## src/rtl/seg_scan_driver.sv

```systemverilog
// Multiplexed seven-segment scan driver: per-digit anode scanning with frame snapshots.
// Optional leading-zero blanking when SEG_LZB_EN is defined.
module seg_scan_driver #(
    parameter int DIGITS      = 4,
    parameter int REFRESH_DIV = 100000
) (
    input  logic                  clk,
    input  logic                  rst,
    input  logic [4*DIGITS-1:0]   value,
    input  logic [DIGITS-1:0]     dp,
    input  logic [DIGITS-1:0]     blank,
    input  logic                  hex_mode,
    output logic [6:0]            seg,
    output logic                  dp_n,
    output logic [DIGITS-1:0]     an,
    output logic                  frame_done
);

    localparam int PW = $clog2(REFRESH_DIV);
    localparam int IW = (DIGITS > 1) ? $clog2(DIGITS) : 1;

    logic [PW-1:0]       pcnt;
    logic [IW-1:0]       idx;
    logic                tick;
    logic                wrap;

    logic [4*DIGITS-1:0] snap_value;
    logic [DIGITS-1:0]   snap_dp;
    logic [DIGITS-1:0]   snap_blank;
    logic                snap_hex;

    logic [3:0]          nib;
    logic                cur_dp;
    logic                cur_dark;
    logic [DIGITS-1:0]   onehot;
    logic [DIGITS-1:0]   lzb;
    logic [6:0]          dec;

    assign tick       = (pcnt == PW'(REFRESH_DIV - 1));
    assign wrap       = tick && (idx == IW'(DIGITS - 1));
    assign frame_done = wrap;

    always_ff @(posedge clk or posedge rst) begin
        if (rst) begin
            pcnt <= '0;
            idx  <= '0;
        end else begin
            pcnt <= tick ? '0 : pcnt + 1'b1;
            if (wrap)
                idx <= '0;
            else if (tick)
                idx <= idx + 1'b1;
        end
    end

    always_ff @(posedge clk or posedge rst) begin
        if (rst) begin
            snap_value <= '0;
            snap_dp    <= '0;
            snap_blank <= '0;
            snap_hex   <= 1'b0;
        end else if (wrap) begin
            snap_value <= value;
            snap_dp    <= dp;
            snap_blank <= blank;
            snap_hex   <= hex_mode;
        end
    end

`ifdef SEG_LZB_EN
    // Walk down from the most significant digit; the run ends at the first non-blankable digit.
    always_comb begin
        logic lead;
        lzb  = '0;
        lead = 1'b1;
        for (int unsigned i = DIGITS - 1; i >= 1; i--) begin
            lzb[i] = lead && (snap_value[4*i +: 4] == 4'h0) && !snap_dp[i];
            lead   = lzb[i];
        end
    end
`else
    assign lzb = '0;
`endif

    always_comb begin
        nib      = 4'h0;
        cur_dp   = 1'b0;
        cur_dark = 1'b0;
        onehot   = '0;
        for (int unsigned i = 0; i < DIGITS; i++) begin
            if (idx == IW'(i)) begin
                nib       = snap_value[4*i +: 4];
                cur_dp    = snap_dp[i];
                cur_dark  = snap_blank[i] | lzb[i];
                onehot[i] = 1'b1;
            end
        end
    end

    always_comb begin
        dec = 7'b0111111;
        case (nib)
            4'h0: dec = 7'b1000000;
            4'h1: dec = 7'b1111001;
            4'h2: dec = 7'b0100100;
            4'h3: dec = 7'b0110000;
            4'h4: dec = 7'b0011001;
            4'h5: dec = 7'b0010010;
            4'h6: dec = 7'b0000010;
            4'h7: dec = 7'b1111000;
            4'h8: dec = 7'b0000000;
            4'h9: dec = 7'b0010000;
            4'hA: if (snap_hex) dec = 7'b0001000;
            4'hB: if (snap_hex) dec = 7'b0000011;
            4'hC: if (snap_hex) dec = 7'b1000110;
            4'hD: if (snap_hex) dec = 7'b0100001;
            4'hE: if (snap_hex) dec = 7'b0000110;
            4'hF: if (snap_hex) dec = 7'b0001110;
            default: dec = 7'b0111111;
        endcase
    end

    always_ff @(posedge clk or posedge rst) begin
        if (rst) begin
            seg  <= '1;
            an   <= '1;
            dp_n <= 1'b1;
        end else if (cur_dark) begin
            seg  <= '1;
            an   <= '1;
            dp_n <= 1'b1;
        end else begin
            seg  <= dec;
            an   <= ~onehot;
            dp_n <= ~cur_dp;
        end
    end

endmodule
```

## config.mk

```make
export PLATFORM = sky130hd
export DESIGN_NAME = seg_scan_driver
export DESIGN_NICKNAME = d
export VERILOG_FILES = /design/src/rtl/seg_scan_driver.sv
export SDC_FILE = /design/constraint.sdc
export NUM_CORES = 1
export LEC_CHECK = 0
export BUFFER_PORTS_ARGS = -buffer_cell sky130_fd_sc_hd__buf_2
export CAP_MARGIN = 20
export CORE_ASPECT_RATIO = 0.7
export CORE_MARGIN = 1
export CORE_UTILIZATION = 40
export DETAILED_ROUTE_END_ITERATION = 10
export GPL_ROUTABILITY_DRIVEN = 0
export HOLD_SLACK_MARGIN = 0.05
export PLACE_DENSITY = 0.71
export SLEW_MARGIN = 5
export SYNTH_ARGS = -nofsm -noshare
export SYNTH_HDL_FRONTEND = slang
export SYNTH_SLANG_ARGS = --single-unit
export TNS_END_PERCENT = 1
```

## constraint.sdc

```tcl
create_clock -name clk -period 4.2 [get_ports clk]
set_clock_uncertainty 0.15 [all_clocks]
set_input_delay 0.63 -clock clk [delete_from_list [all_inputs] [get_ports clk]]
set_output_delay 0.63 -clock clk [all_outputs]
set_load 0.005 [all_outputs]
```

==> flow_summary.json, run 1 <==
{
  "vias": 1854,
  "grt_max_degree": 37,
  "path_cells": "ha_1 > inv_1 > nor4_4 > buf_2",
  "final_common_cell": "dfrtp_1",
  "drc": 0,
  "criticalPathCategory": "register to primary output",
  "groute.layer.met2.usage_pct": 23.1,
  "grtUsageTotal_pct": 17.0,
  "synthFlopType": "dfrtp_1",
  "nFillCells": 576,
  "num_io_pins": 40,
  "cp_top_family": "simple AND/OR/NAND/NOR gates",
  "async_reset_ff_share_pct": 100,
  "fp-row-count": 24,
  "cts_setup_buffers": 0,
  "fin_util_pct": 47.2,
  "hold_class": "input port to async pin",
  "final_cell_mix": "dfrtp_1, buf_2, nand2_1, mux2_2, nor2_1",
  "syn_inst": 230,
  "power.leakage_nw": 1.40,
  "syn-num-nets": 262,
  "post_dp_cell_area_mm2": 0.00287,
  "worst-path-max-fanout": 11,
  "clock-sinks": 56,
  "die_h_um": 69.7,
  "finalCritPeriodShare_pct": 67.8,
  "hold_viol_final": 0,
  "critPathMaxStageDelay_ns": 0.67,
  "cts_buffers": 5,
  "grt_most_used_layer": "met1",
  "ctsHoldBuffers": 0,
  "syn2layout_area_growth_pct": 13.1,
  "cts-root-buf": "clkbuf_8",
  "grt_pass1_vias": 1751,
  "holdWs_ns": 0.157,
  "grt_use_met1_pct": 27.1,
  "netlist_area_mm2": 0.00262,
  "cts_tree": "done",
  "max_freq_mhz": 351,
  "antenna_left": 0,
  "finalWirelength_mm": 5.28,
  "vdd_drop_max_mv": 0.137,
  "port_buffers": 39,
  "ctsResizeCount": 0,
  "antenna_found_initial": 0,
  "die_w_um": 98.8,
  "cts_htree_levels": 2,
  "avgSynthCellArea_um2": 11.4,
  "synth.yosys.seq_area_share_pct": 54.0,
  "final_layout_size_suffix_gt1_share_pct": 34.6,
  "diodes": 0,
  "first_iter_violations": 115,
  "postLayoutSetupSlackWorst_ns": 1.35,
  "tightest_slew_ns": 0.820,
  "dpl.hpwl_mm": 3.99,
  "ys_warn_count": 0,
  "fin_setup_tns_ns": 0,
  "cp-end-kind": "primary output",
  "initial_core_util_pct": 41.8,
  "clk_pin_slew_ns": 0.11,
  "status": "completed",
  "routedWlPerCell_um": 15.1,
  "die_area_mm2": 0.00689,
  "place_ws_ns": 1.67,
  "core_area_mm2": 0.00628,
  "fin_crit_ns": 2.85,
  "cp-start-kind": "register",
  "rsz0062_at_grt": "no",
  "design_area_mm2": 0.00296,
  "maxCapViolCount": 0,
  "grt-ovfl-total": 0,
  "use_met3_pct": 3.43,
  "synth_seq_cells": 56,
  "yosysUniqueCellTypes": 45,
  "slowest_stage": "nor4_4",
  "firstDrtPassIters": 4,
  "setup_viol": 0,
  "maxSlewHeadroom_pct": 45.4,
  "power_density_mw_per_mm2": 291,
  "clk_latency_ns": 0.31,
  "nNetsFinal": 303,
  "synth_edf_count": 0,
  "finalMaxSlewViolations": 0,
  "grt_first_pass_wirelength_mm": 9.07,
  "vias_per_cell": 5.30,
  "cts_buffer_depth": 2,
  "worstPathRequired_ns": 3.42,
  "crit_buf_inv": 2,
  "crit_arrival_ns": 2.07
}
[kinds of logic (layout without fill, tap and decap cells)]
family,count (synthesis),in the layout,share of synthesized area (%)
buffers and inverters,14,56,3.25
XOR/XNOR,15,15,5.01
multiplexers,26,26,11.1
AO/OA/AOI/OAI,41,41,10.7
flip-flops,56,56,54.0
adder cells (fa/ha/maj),5,5,2.39
AND/OR/NAND/NOR,73,73,13.5
[final timing paths]
check,to,slack (ns),depth (start not counted),start
worst min register to register,pcnt[4]$_DFF_PP0_,0.33,1,pcnt[4]$_DFF_PP0_
worst max register to register,snap_value[14]$_DFFE_PP0P_,1.67,5,idx[1]$_DFFE_PP0P_
worst min-delay path,snap_blank[3]$_DFFE_PP0P_,0.16,2,rst
max in group asynchronous,an[0]$_DFF_PP1_,2.91,3,rst
min in group clk,pcnt[4]$_DFF_PP0_,0.33,1,pcnt[4]$_DFF_PP0_
worst max-delay path,frame_done,1.35,4,idx[1]$_DFFE_PP0P_
[power breakdown]
part           internal (W)  switching, W  leakage, nW   total, W
Combinational    0.00000927     0.0000146        0.631  0.0000239
Sequential         0.000539             0        0.725   0.000539
Clock              0.000119      0.000180       0.0445   0.000299
[final cells by class]
type | instances | area, um2 | share of cell area (%)
clock buffers | 5 | 68.8 | 2.32
multi-input cells | 160 | 1120 | 37.8
flip-flops and latches | 56 | 1420 | 47.8
repair buffers | 42 | 218 | 7.34
well taps | 78 | 97.6 | 3.29
inverters | 6 | 22.5 | 0.760
clock inverters | 3 | 21.3 | 0.718
[cells in the mapped netlist (2+ instances only)]
| master | count | area share, % |
|---|---|---|
| ha_1 | 5 | 2.4 |
| xor2_1 | 8 | 2.7 |
| xnor2_1 | 7 | 2.3 |
| nor2_1 | 18 | 2.6 |
| o22ai_1 | 7 | 1.7 |
| nand2_1 | 25 | 3.6 |
| nor3_1 | 3 | 0.57 |
| mux2_2 | 25 | 11 |
| o211ai_1 | 2 | 0.57 |
| buf_6 | 3 | 1.3 |
| a31o_2 | 2 | 0.67 |
| buf_4 | 2 | 0.57 |
| or3_1 | 2 | 0.48 |
| o21ai_0 | 10 | 1.9 |
| nand3_1 | 10 | 1.9 |
| a21oi_1 | 5 | 0.95 |
| a221o_1 | 2 | 0.76 |
| buf_2 | 2 | 0.38 |
| a21boi_0 | 2 | 0.57 |
| dfstp_2 | 12 | 12 |
| dfrtp_1 | 44 | 42 |
| a31oi_1 | 2 | 0.48 |
| nand4_1 | 3 | 0.72 |
| inv_1 | 6 | 0.86 |
| nand2b_1 | 3 | 0.72 |
[flip-flops by register name (all words and copies together), names as in the netlist]
signal / flops
snap_hex: 1
snap_blank: 4
snap_value: 16
pcnt: 17
idx: 2
dp_n: 1
seg: 7
snap_dp: 4
an: 4
[stage by stage]
| step | power (W) | std cells |
|---|---|---|
| final | 0.000862 | 350 |
| after global routing | 0.000904 | 350 |
| after CTS | 0.000876 | 350 |
| after detailed placement | 0.000575 | 342 |
| after global placement | 0.000574 | 342 |
| after floorplan | 0.000557 | 230 |
[routing by layer]
layer | wire length, um | up-vias
met4 | 36 | 0
met3 | 254 | 5
met1 | 2790 | 893
met5 | 0 | -
met2 | 2200 | 61
li1 | - | 895
(Power assumes the default switching activity.)
==> inputs of run 2 (changes only) <==
PLACE_DENSITY = 0.73   (was 0.71)
clock period = 2.55 ns   (was 4.2 ns; I/O delays follow)
==> run 2 against run 1 <==
  * Global-route usage fell by 0.40 points
  * Combinational power rose by 74%
  * First-iteration DRC count rose by 34%
  * Worst hold slack improved by 0.0016 ns
  * Flip-flop and latch count did not move
  * Sequential share of layout area fell by 0.85 points
  * Final cell count rose by 1.4%
  * Count of clock-buffer cells in the layout rose by 3
  * Critical endpoint unchanged
==> flow_summary.json, run 2 (synthesis results as in run 1) <==
{
  "worst-path-max-fanout": 11,
  "r2r_end": "seg[6]$_DFF_PP1_",
  "finalMaxSlewViolations": 0,
  "cts_htree_levels": 2,
  "initial_core_util_pct": 41.8,
  "placed_cells": 345,
  "reg2reg_depth": 7,
  "design_area_mm2": 0.00302,
  "cp.depth": 5,
  "hold_viol_final": 0,
  "holdWs_ns": 0.158,
  "grt_pass1_vias": 1734,
  "die_h_um": 69.7,
  "grt_first_pass_wirelength_mm": 8.86,
  "die_w_um": 98.8,
  "multiInputGateArea_mm2": 0.00113,
  "setup_viol": 0,
  "cp_top_family": "simple AND/OR/NAND/NOR gates",
  "dpl.hpwl_mm": 3.95,
  "clk_latency_ns": 0.30,
  "top_register": "pcnt",
  "final_common_cell": "dfrtp_1",
  "stdcell_count": 355,
  "maxCapViolCount": 0,
  "finalWirelength_mm": 5.29,
  "first_iter_violations": 154,
  "grt-ovfl-total": 0,
  "drc": 0,
  "rsz0062_at_grt": "yes",
  "cts_buffer_depth": 2,
  "post_dp_cell_area_mm2": 0.00290,
  "cts-root-buf": "clkbuf_8",
  "grt_use_met1_pct": 26.9,
  "final_cell_mix": "dfrtp_1, buf_2, nand2_1, mux2_2, nor2_1",
  "worstPathRequired_ns": 2.02,
  "syn2layout_area_growth_pct": 15.1,
  "largest_reg_flops": 17,
  "worstHoldStart": "value[8]",
  "regArea_mm2": 0.00142,
  "min_path_cells": 2,
  "crit_buf_inv": 2,
  "rrSetupSlack_ns": 0.15,
  "maxSlewHeadroom_pct": 59.0,
  "clock-sinks": 56,
  "port_buffers": 39,
  "critPathMaxStageDelay_ns": 0.42,
  "power.leakage_nw": 1.42,
  "firstDrtPassIters": 5,
  "status": "completed",
  "cts_tree": "done",
  "antenna_left": 0,
  "postLayoutSetupSlackWorst_ns": 0.123,
  "power_density_mw_per_mm2": 470,
  "grt_most_used_layer": "met1",
  "fp-row-count": 24,
  "antenna_found_initial": 0,
  "p_total_w": 0.00142,
  "clk_pin_slew_ns": 0.09,
  "die_area_mm2": 0.00689,
  "num_io_pins": 40,
  "r2r-start": "idx[0]$_DFFE_PP0P_",
  "cts_buffers": 5,
  "groute.layer.met2.usage_pct": 21.2,
  "grtUsageTotal_pct": 16.6,
  "vias_per_cell": 5.25,
  "final_layout_size_suffix_gt1_share_pct": 35.4,
  "cp-end-kind": "primary output",
  "hold_class": "input port to register",
  "routedWlPerCell_um": 14.9,
  "place_ws_ns": 0.127,
  "use_met3_pct": 4.23,
  "reg.largest.list": "pcnt x17, snap_value x16, seg x7",
  "max_freq_mhz": 412,
  "grt_max_degree": 27,
  "vdd_drop_max_mv": 0.265,
  "diodes": 0,
  "slowest_stage": "dfrtp_1",
  "vias": 1863,
  "criticalPathCategory": "register to primary output",
  "nFillCells": 579,
  "holdPathEnd": "snap_value[8]$_DFFE_PP0P_",
  "finalCritPeriodShare_pct": 95.2,
  "tightest_slew_ns": 0.615,
  "fin_crit_ns": 2.43,
  "core_area_mm2": 0.00628,
  "path_cells": "nor3_1 > nand4_1 > nor4_4 > buf_4 > buf_2",
  "crit_arrival_ns": 1.89,
  "nNetsFinal": 308,
  "cp-start-kind": "register"
}
## run 2: final cells by class
| type | count | share of cell area, % |
|---|---|---|
| Clock buffer | 8 | 2.99 |
| Sequential cell | 56 | 46.9 |
| Timing Repair Buffer | 47 | 8.54 |
| Inverter | 6 | 0.746 |
| Multi-Input combinational cell | 160 | 37.6 |
| Tap cell | 78 | 3.23 |
## run 2: per-stage QoR
stage | utilization, % | setup TNS (ns)
6_report | 48.1 | 0
5_1_grt | 48.1 | -0.00832
4_1_cts | 47.7 | 0
3_5_place_dp | 46.2 | 0
3_3_place_gp | 46.2 | 0
2_1_floorplan | - | 0
## run 2: metal layers
layer	wire (um)	part of all wire (%)
met5	0	0
met4	62	1.2
met3	318	6.0
met2	2090	39
met1	2830	53
## run 2: worst reg2reg max path: stages, from the launching register on
cell     delay [ns]
dfrtp_1        0.41
inv_1          0.10
ha_1           0.27
or2_1          0.30
a221o_1        0.29
o211a_2        0.18
or4_1          0.54
nand3_1        0.11
## run 2: repair_timing
action,CTS,global route
hold buffers,1,0
setup endpoints to repair,0,6
hold endpoints to repair,23,0
gates resized for setup,0,4
buffers inserted,0,1
## run 2: worst max-delay path by stage
| stage | slack, ns | end | start |
|---|---|---|---|
| floorplan | 0.31 | seg[6]$_DFF_PP1_ | idx[0]$_DFFE_PP0P_ |
| global placement | 0.27 | seg[6]$_DFF_PP1_ | idx[0]$_DFFE_PP0P_ |
| detailed placement | 0.13 | seg[6]$_DFF_PP1_ | idx[0]$_DFFE_PP0P_ |
| CTS | 0.10 | seg[6]$_DFF_PP1_ | idx[0]$_DFFE_PP0P_ |
| global route | -0.008 | frame_done | pcnt[13]$_DFF_PP0_ |
| finish | 0.12 | frame_done | pcnt[13]$_DFF_PP0_ |
## run 2: power by group
| part | switching (W) | leakage [nW] | internal (W) |
|---|---|---|---|
| clock network | 0.000267 | 0.0455 | 0.000222 |
| registers | 0 | 0.725 | 0.000888 |
| logic | 0.0000243 | 0.648 | 0.0000172 |
==> inputs of run 3 (changes only) <==
CORE_UTILIZATION = 51   (was 40)
HOLD_SLACK_MARGIN = 0.12   (was 0.05)
PLACE_DENSITY = 0.87   (was 0.73)
==> run 3 against run 2 <==
  * Count of clock-buffer cells in the layout fell by 2
  * Setup slack improved by 0.027 ns
  * Non-clock buffer count fell by 1
  * Largest cell class unchanged
==> flow_summary.json, run 3 (synthesis results as in run 1) <==
{
  "rsz0062_at_grt": "no",
  "firstDrtPassIters": 4,
  "vias_per_cell": 5.48,
  "die_h_um": 62.0,
  "first_iter_violations": 192,
  "grt_max_degree": 32,
  "max_freq_mhz": 417,
  "finalMaxSlewViolations": 0,
  "maxSlewHeadroom_pct": 61.6,
  "dpl.hpwl_mm": 3.75,
  "finalCritPeriodShare_pct": 94.1,
  "grt_first_pass_wirelength_mm": 8.22,
  "diodes": 0,
  "nFillCells": 393,
  "finalWirelength_mm": 5.04,
  "largest_reg_flops": 17,
  "worstPathRequired_ns": 2.02,
  "final_layout_size_suffix_gt1_share_pct": 35.9,
  "port_buffers": 39,
  "clk_pin_slew_ns": 0.10,
  "cts_htree_levels": 2,
  "regArea_mm2": 0.00142,
  "vias": 1890,
  "grtUsageTotal_pct": 20.4,
  "design_area_mm2": 0.00302,
  "hold_viol_final": 0,
  "top_register": "pcnt",
  "status": "completed",
  "maxCapViolCount": 0,
  "cp-start-kind": "register",
  "drc": 0,
  "routedWlPerCell_um": 14.6,
  "num_io_pins": 40,
  "fp-row-count": 21,
  "slowest_stage": "dfrtp_1",
  "path_cells": "nor3_1 > nand4_1 > nor4_4 > buf_6 > buf_2",
  "tightest_slew_ns": 0.574,
  "vdd_drop_max_mv": 0.227,
  "critPathMaxStageDelay_ns": 0.43,
  "final_cell_mix": "dfrtp_1, buf_2, nand2_1, mux2_2, nor2_1",
  "syn2layout_area_growth_pct": 15.0,
  "cts-root-buf": "clkbuf_8",
  "post_dp_cell_area_mm2": 0.00290,
  "cts_buffers": 5,
  "multiInputGateArea_mm2": 0.00113,
  "die_w_um": 87.7,
  "fin_setup_tns_ns": 0,
  "grt-ovfl-total": 0,
  "clock-sinks": 56,
  "worst-path-max-fanout": 26,
  "reg.largest.list": "pcnt x17, snap_value x16, seg x7",
  "cp-end-kind": "primary output",
  "setup_viol": 0,
  "crit_arrival_ns": 1.87,
  "power_density_mw_per_mm2": 474,
  "core_area_mm2": 0.00486,
  "cts_tree": "done",
  "nNetsFinal": 307,
  "hold_class": "input port to register",
  "criticalPathCategory": "register to primary output",
  "cts_buffer_depth": 2,
  "final_common_cell": "dfrtp_1",
  "die_area_mm2": 0.00544,
  "antenna_found_initial": 0,
  "power.leakage_nw": 1.43,
  "grt_pass1_vias": 1667,
  "clk_latency_ns": 0.30,
  "initial_core_util_pct": 53.9,
  "cts_setup_buffers": 0,
  "fin_crit_ns": 2.40,
  "antenna_left": 0
}
-- run 3: changes by cell type in the layout (fill, tap and decap cells not counted), sizes merged --
cell	previous run	this run
inv	6	7
clkinvlp	0	1
clkbuf	8	6
buf	46	45
-- run 3: through the flow --
| stage | total power (W) | hold slack (ns) | util, % | instances | worst slack, ns |
|---|---|---|---|---|---|
| floorplan | 0.000918 | 0.289 | - | 230 | 0.307 |
| global placement | 0.000946 | 0.304 | 59.6 | 336 | 0.277 |
| detailed placement | 0.000947 | 0.306 | 59.6 | 336 | 0.170 |
| CTS | 0.00144 | 0.145 | 61.8 | 345 | 0.0180 |
| global route | 0.00149 | 0.137 | 62.0 | 345 | 0.00509 |
| finish | 0.00143 | 0.153 | 62.0 | 345 | 0.150 |
-- run 3: layout make-up --
type / instances / area share, %
clock buffers: 6 / 2.74
clock inverters: 2 / 0.456
repair buffers: 46 / 8.84
multi-input cells: 160 / 37.4
well taps: 69 / 2.86
inverters: 6 / 0.747
flip-flops and latches: 56 / 47.0
-- run 3: path summary, 6_finish.rpt --
| path | startpoint | end | slack [ns] | cells past startpoint |
|---|---|---|---|---|
| max | pcnt[13]$_DFF_PP0_ | frame_done | 0.15 | 5 |
| min | value[6] | snap_value[6]$_DFFE_PP0P_ | 0.15 | 2 |
| max reg2reg | idx[0]$_DFFE_PP0P_ | seg[6]$_DFF_PP1_ | 0.18 | 7 |
| min reg2reg | pcnt[4]$_DFF_PP0_ | pcnt[4]$_DFF_PP0_ | 0.33 | 1 |
| max in group asynchronous | rst | snap_value[10]$_DFFE_PP0P_ | 1.19 | 4 |
| min in group asynchronous | rst | snap_dp[3]$_DFFE_PP0P_ | 0.51 | 3 |
-- run 3: critical path: cells and delay by family (launching register included) --
family                 cells  cell delay (ns)
and+or+nand+nor            3             0.69
buffers and inverters      2             0.44
DFF                        1             0.43
-- run 3: what timing repair did --
action,4_1_cts,5_1_grt
hold endpoints to repair,13,0
resized for setup,0,6
hold buffers,1,0
endpoints found under the setup margin,0,4
-- run 3: per-layer routing --
metal / GRT usage, % / routed length (um) / up-vias
met5: 0 / 0 / -
met4: 4.92 / 34 / 0
met3: 4.62 / 297 / 2
met2: 27.9 / 2100 / 64
met1: 32.4 / 2600 / 923
li1: - / - / 901
-- run 3: report_power, final --
group / switching, W / total, W / internal [W]
clock: 0.000279 / 0.000500 / 0.000221
combinational: 0.0000230 / 0.0000412 / 0.0000182
sequential: 0 / 0.000888 / 0.000888
total: 0.000302 / 0.00143 / 0.00113
